`config.mk`:
```
export PLATFORM = sky130hd
export DESIGN_NAME = miriscv_mem_arbiter
export DESIGN_NICKNAME = d
export VERILOG_FILES = /design/src/rtl/miriscv_mem_arbiter.sv
export SDC_FILE = /design/constraint.sdc
export NUM_CORES = 1
export LEC_CHECK = 0
export ABC_AREA = 1
export BUFFER_PORTS_ARGS = -buffer_cell sky130_fd_sc_hd__buf_2
export CELL_PAD_IN_SITES_DETAIL_PLACEMENT = 1
export CELL_PAD_IN_SITES_GLOBAL_PLACEMENT = 2
export CORE_MARGIN = 1
export CORE_UTILIZATION = 21
export DETAILED_ROUTE_END_ITERATION = 16
export PLACE_DENSITY_LB_ADDON = 0.1
export SYNTH_ARGS = -nofsm -noshare
export SYNTH_HDL_FRONTEND = slang
export SYNTH_SLANG_ARGS = --single-unit
```
`constraint.sdc`:
```
create_clock -name clk_i -period 1.9 [get_ports clk_i]
set_input_delay 0.19 -clock clk_i [delete_from_list [all_inputs] [get_ports clk_i]]
set_output_delay 0.19 -clock clk_i [all_outputs]
set_load 0.05 [all_outputs]
```
`src/rtl/miriscv_mem_arbiter.sv`:
```
// rtl/miriscv_mem_arbiter.sv - single-outstanding instr/data memory port arbiter
// Data side wins by default; instr is forced through after STARVE_LIMIT consecutive data grants.
package miriscv_pkg;
    parameter int XLEN = 32;
endpackage

module miriscv_mem_arbiter #(
    parameter int XLEN         = miriscv_pkg::XLEN,
    parameter int STARVE_LIMIT = 4
) (
    input  logic              clk_i,
    input  logic              arstn_i,
    input  logic              instr_req_i,
    input  logic [XLEN-1:0]   instr_addr_i,
    input  logic              instr_kill_i,
    output logic              instr_rvalid_o,
    output logic [XLEN-1:0]   instr_rdata_o,
    input  logic              data_req_i,
    input  logic              data_we_i,
    input  logic [XLEN/8-1:0] data_be_i,
    input  logic [XLEN-1:0]   data_addr_i,
    input  logic [XLEN-1:0]   data_wdata_i,
    output logic              data_rvalid_o,
    output logic [XLEN-1:0]   data_rdata_o,
    output logic              mem_req_o,
    output logic              mem_we_o,
    output logic [XLEN/8-1:0] mem_be_o,
    output logic [XLEN-1:0]   mem_addr_o,
    output logic [XLEN-1:0]   mem_wdata_o,
    input  logic              mem_rvalid_i,
    input  logic [XLEN-1:0]   mem_rdata_i,
    output logic              busy_o
);

    localparam int              CW      = $clog2(STARVE_LIMIT + 1);
    localparam logic [CW-1:0]   CNT_MAX = CW'(STARVE_LIMIT);

    typedef enum logic [1:0] {IDLE, WAIT_I, WAIT_D} state_e;

    state_e        state_q, state_d;
    logic          drop_q;
    logic [CW-1:0] cnt_q;
    logic          instr_valid;
    logic          data_win;
    logic          instr_win;

    // A fetch killed in the same cycle it is presented never competes.
    assign instr_valid = instr_req_i & ~instr_kill_i;
    assign data_win    = (state_q == IDLE) & data_req_i & (~instr_valid | (cnt_q < CNT_MAX));
    assign instr_win   = (state_q == IDLE) & instr_valid & ~data_win;

    always_ff @(posedge clk_i or negedge arstn_i) begin
        if (!arstn_i) begin
            state_q <= IDLE;
        end else begin
            state_q <= state_d;
        end
    end

    always_comb begin
        state_d = state_q;
        unique case (state_q)
            IDLE: begin
                if (data_win) begin
                    state_d = WAIT_D;
                end else if (instr_win) begin
                    state_d = WAIT_I;
                end
            end
            WAIT_I, WAIT_D: begin
                if (mem_rvalid_i) begin
                    state_d = IDLE;
                end
            end
            default: state_d = IDLE;
        endcase
    end

    always_comb begin
        instr_rvalid_o = 1'b0;
        data_rvalid_o  = 1'b0;
        busy_o         = (state_q != IDLE);
        unique case (state_q)
            WAIT_I:  instr_rvalid_o = mem_rvalid_i & ~drop_q & ~instr_kill_i;
            WAIT_D:  data_rvalid_o  = mem_rvalid_i;
            default: ;
        endcase
    end

    assign instr_rdata_o = mem_rdata_i;
    assign data_rdata_o  = mem_rdata_i;

    always_ff @(posedge clk_i or negedge arstn_i) begin
        if (!arstn_i) begin
            mem_req_o   <= 1'b0;
            mem_we_o    <= 1'b0;
            mem_be_o    <= '0;
            mem_addr_o  <= '0;
            mem_wdata_o <= '0;
        end else begin
            mem_req_o <= data_win | instr_win;
            if (data_win) begin
                mem_we_o    <= data_we_i;
                mem_be_o    <= data_be_i;
                mem_addr_o  <= data_addr_i;
                mem_wdata_o <= data_wdata_i;
            end else if (instr_win) begin
                mem_we_o    <= 1'b0;
                mem_be_o    <= '1;
                mem_addr_o  <= instr_addr_i;
                mem_wdata_o <= '0;
            end
        end
    end

    // Counts data grants that overtook a waiting fetch.
    always_ff @(posedge clk_i or negedge arstn_i) begin
        if (!arstn_i) begin
            cnt_q <= '0;
        end else if (data_win) begin
            if (!instr_valid) begin
                cnt_q <= '0;
            end else if (cnt_q != CNT_MAX) begin
                cnt_q <= cnt_q + 1'b1;
            end
        end else if (instr_win) begin
            cnt_q <= '0;
        end
    end

    always_ff @(posedge clk_i or negedge arstn_i) begin
        if (!arstn_i) begin
            drop_q <= 1'b0;
        end else if (state_q == WAIT_I) begin
            if (mem_rvalid_i) begin
                drop_q <= 1'b0;
            end else if (instr_kill_i) begin
                drop_q <= 1'b1;
            end
        end
    end

    a_no_idle_rvalid: assert property (@(posedge clk_i) disable iff (!arstn_i)
        !((state_q == IDLE) && mem_rvalid_i));

endmodule
```
### Yosys cells after proc, flatten, opt, wreduce, memory -nomap -nowiden

Index checks and enable logic that the tools add are counted.
Widths: inputs -> output; s select.

* bits of input ports: 139
* output and inout bits: 137
* RAM bits: 0
* bits in read-only memories: 0
* memories kept: 0
* flip-flop bits (word level): 76
* latch bits: 0

* muxes and demuxes: 20
* $lt $le $gt $ge: 1
* divide/modulo/power cells: 0
* reduce and logical (&&, ||, !) cells: 8
* shift-type cells: 0
* equal/unequal tests: 6
* add/sub/neg operators: 1
* multiply operators: 0
* bitwise logic cells: 13

Operator list (count)
* $mux 32: 4
* $mux 3: 4
* $mux 4: 2
* $and 1x1->1: 7
* $mux 1: 6
* $mux 2: 3
* $ne 3x3->1 const B: 2
* $reduce_and 2->1: 3
* $reduce_bool 2->1: 3
* $not 1->1: 4
* $pmux 2 s2: 1
* $add 3x1->3 const B: 1
* $lt 3x3->1 const B: 1
* $ne 3x2->1 const B: 1
* $eq 2x1->1 const B: 1
* $eq 2x2->1 const B: 1
* $logic_not 2->1: 1
* $ne 2x2->1 const B: 1
* $or 1x1->1: 2
* $reduce_or 2->1: 1

### Logic depth before layout (Yosys ltp)

* depth in word-level cells: 10
* mapped depth: 11
* mapped depth without buffers: 9

### Worst setup path after synthesis

Ideal clock, no wire load.

* path kind: flip-flop to output port
* start: reg state_q[1]
* end: out instr_rvalid_o
* data arrival time: 1.722 ns
* cell stages (with the launch flop): 5
* setup slack: -0.012 ns
* buffers on the path: 0
* data required time: 1.710 ns
* cells stage by stage: dfrtp_1 inv_1 ha_1 nand2_1 nor3_1

* longest elaborated chain between the ends: 2

RTL lines
* start, declared: line 40 `state_e state_q, state_d;`
* start signal, assigned: line 56 `state_q <= state_d;`
* $eq 2x1->1: line 83 `unique case (state_q)`
* $mux 1: line 83
* end, declared: line 16 `output logic instr_rvalid_o,`

Every way passes these cells.

### Final worst setup path

Ends and elaborated chain as after synthesis.

==> summary.txt <==
Logic synthesis
  • Synthesis-stage register bit count: 76
  • Ys async rst share: 1.000
  • Main synth FF type: dfrtp_1
  • EDFF count, synth: 0
  • Register area share after synthesis: 0.5023
  • Syn Inst Count: 450
  • Synth area leaders: dfrtp_1 50%, nand2_1 17%, buf_4 14%
  • Ys Warns: 0
  • Post-synthesis net count: 595
  • Yosys cell types: 17
  • Mean Syn Cell Area: 8.414 sq um
  • Top-area cell type share of the netlist area: 0.5023
  • Area leader, netlist: dfrtp_1
  • Mapped cell area: about 3800 sq um

Clocking
  • Post-CTS sizing: 0
  • Hold-fix buffers, CTS: 1
  • Root Driver: clkbuf_16
  • Clock Tree Buf Depth: 2
  • H-tree Lvls: 3
  • # clock sinks: 76
  • CTS tree: yes
  • Post-CTS Setup Bufs: 0
  • Worst-path clk slew: 60 ps
  • CTS Buf Count: 9
  • Clk_lat worst skew: ~340 ps

Floorplan
  • I/O pin count: about 280
  • # rows: 48
  • Die area: between 15,000 and 20,000 sq um
  • Core area: 17,480 sq um
  • Starting Density: 0.2166
  • Die Ht: about 140 um
  • Die width: 136.3 um

Final layout
  • Diodes inserted: 0
  • Fraction of final layout cells sized beyond drive strength 1: 0.3691
  • Area growth syn-to-layout: 25.68%
  • Fillers: 2,109
  • Post-layout nets: 709

Power and ir drop
  • Sequential power share: 0.284
  • Gate power share: 0.531
  • P_int: between 0.004 and 0.005 W
  • Switch share: 0.5233
  • Max VDD drop: 0.0005363 V
  • Switching component of the power: between 0.004 and 0.005 W
  • Clock Power Share: 0.186
  • Leak: ~2.6 nW
  • Pwr Density: 2007 nW/um^2

Timing
  • Crit share post-route: 0.8830
  • Setup TNS: 0 ps
  • Post-route setup slack: 222.4 ps
  • Setup Viol. Count Final: 0
  • Max-Slew Margin vs Limit: 0.7529
  • RSZ-0062 raised after global routing: no
  • Slew at the pin with the worst max-slew slack: ~370 ps
  • Final worst path period need: about 1700 ps
  • Final slew viol count: 0
  • Clk_skew: 6.098 ps
  • Final Hold Fails: 0
  • Max frequency: 0.5961 GHz

Setup path
  • Startpoint types: flip-flop
  • CP max FO: 3
  • Crit Path Class: reg -> out
  • Worst reg2reg path depth: 10
  • Crit end category: output port
  • CP required: 1710 ps
  • Crit path DAT: roughly 1500 ps

Job
  • Max-Cap Viols: 0

Detailed routing
  • Final wirelength: 11,670 um
  • Drt wl/cell: about 15 um
  • DRC Markers: 0
  • Vias per inst: 4.073
  • Vias: 3,234
  • Antenna-violating nets left: 0
  • Pre-antenna DRT Iters: 4
  • DR iter-0 viols: 71

Global route
  • Tot GR Track Use: 0.1324
  • Global-route wire length before repair: 18,490 um
  • Largest net degree at the start of global routing: 67
  • Number of global-route vias before repair: 3,412
  • Antenna violations before repair: 1
  • GRT Residual Overflow: 0

Placed design
  • Pre-CTS WS: approximately 220 ps
  • # port buffers: 179
  • Post-DP HPWL: around 8500 um
  • GPL Wtd Cong: 0.7047

Worst hold path
  • Hold WC Path Type: in -> reg
  • Hold depth: 3

Run status
  • Outcome: completed
==> flip-flops by register name, summed over array words and instances, names as in the netlist <==
signal / cells
mem_addr_o: 32
mem_wdata_o: 32
mem_be_o: 4
cnt_q: 3
state_q: 2
drop_q: 1
mem_req_o: 1
mem_we_o: 1
==> final cells by class <==
| class | count | area (sq um) | share of cell area |
|---|---|---|---|
| Multi-Input combinational cell | 275 | 1200 | 0.2522 |
| Timing Repair Buffer | 188 | 1018 | 0.2140 |
| Clock inverter | 4 | 47.55 | 0.009992 |
| Tap cell | 225 | 281.5 | 0.05916 |
| Sequential cell | 76 | 1902 | 0.3997 |
| Inverter | 14 | 52.55 | 0.01104 |
| Clock buffer | 12 | 256.5 | 0.05390 |
==> metal layers <==
layer / GRT usage / vias to the layer above / part of all wire
li1: - / 1571 / -
met1: 0.1611 / 1505 / 0.43
met2: 0.2084 / 140 / 0.46
met3: 0.05966 / 16 / 0.092
met4: 0.03951 / 2 / 0.012
met5: 0 / - / 0.0016
==> metrics by stage <==
stage	area (sq um)	std cells	total power, W	hold slack [ps]	utilization
floorplan	3791	450	0.006893	-105.6	-
global placement	4444	777	0.007856	89.11	0.2543
detailed placement	4444	777	0.007929	87.41	0.2543
CTS	4758	794	0.009768	36.96	0.2723
global route	4758	794	0.01025	42.43	0.2723
finish	4758	794	0.009548	54.29	0.2723
==> final timing paths <==
| path | start | to | slack, ps |
|---|---|---|---|
| worst min-delay path | data_wdata_i[10] | mem_wdata_o[10]$_DFFE_PN0P_ | 50 |
| min in group asynchronous | arstn_i | mem_we_o$_DFFE_PN0P_ | 280 |
| worst min register to register | mem_wdata_o[19]$_DFFE_PN0P_ | mem_wdata_o[19]$_DFFE_PN0P_ | 460 |
| worst max register to register | state_q[0]$_DFFE_PN0P_ | cnt_q[2]$_DFFE_PN0P_ | 250 |
| worst max-delay path | state_q[1]$_DFFE_PN0P_ | instr_rvalid_o | 220 |
| max in group asynchronous | arstn_i | mem_addr_o[23]$_DFFE_PN0P_ | 970 |
==> cells in the final DEF, fill, tap and decap left out <==
| cell | netlist | routed |
|---|---|---|
| clkbuf_8 | 0 | 2 |
| inv_2 | 3 | 3 |
| clkbuf_1 | 1 | 1 |
| nor3_2 | 0 | 1 |
| o21ai_0 | 4 | 4 |
| nand2_2 | 2 | 2 |
| clkinvlp_4 | 0 | 1 |
| clkbuf_16 | 0 | 9 |
| nand2_1 | 176 | 176 |
| nand2_4 | 1 | 1 |
| clkinv_2 | 0 | 2 |
| buf_4 | 70 | 5 |
| buf_2 | 8 | 178 |
| bufinv_16 | 0 | 1 |
| inv_1 | 11 | 11 |
| ha_1 | 6 | 6 |
| dfrtp_1 | 76 | 76 |
| a21boi_0 | 1 | 1 |
| nor2_2 | 1 | 1 |
| nor2_1 | 15 | 15 |
| buf_12 | 0 | 4 |
| dlygate4sd3_1 | 0 | 1 |
| nand3_1 | 68 | 68 |
==> power groups by stage <==
stage / logic (W) / clock network (W) / registers [W]
after global placement: 0.00511 / 0 / 0.00275
after floorplan: 0.00182 / 0 / 0.00508
after detailed placement: 0.00518 / 0 / 0.00275
after CTS: 0.00518 / 0.00185 / 0.00273
after global routing: 0.00549 / 0.00194 / 0.00282
final: 0.00507 / 0.00177 / 0.00271
==> cells in the mapped netlist (2+ instances only) <==
cell and count:
nand2_1 176, o21ai_0 4, buf_2 8, ha_1 6, buf_6 6, inv_1 11
nor2_1 15, inv_2 3, nand2_2 2, buf_4 70, dfrtp_1 76, nand3_1 68
==> critical path, stage by stage, from the launching register on <==
cell and delay [ps]:
dfrtp_1 390, inv_1 100, ha_1 190, nand2_1 80, nor3_2 100, buf_2 280
==> cells by family after synthesis <==
group | Yosys count | share of synthesized area
AOI/OAI and AO/OA | 5 | 0.007271
adders and majority gates | 6 | 0.01983
buffers and inverters | 99 | 0.1821
DFF | 76 | 0.5023
and+or+nand+nor | 264 | 0.2885
Power figures use the tool's default switching activity.
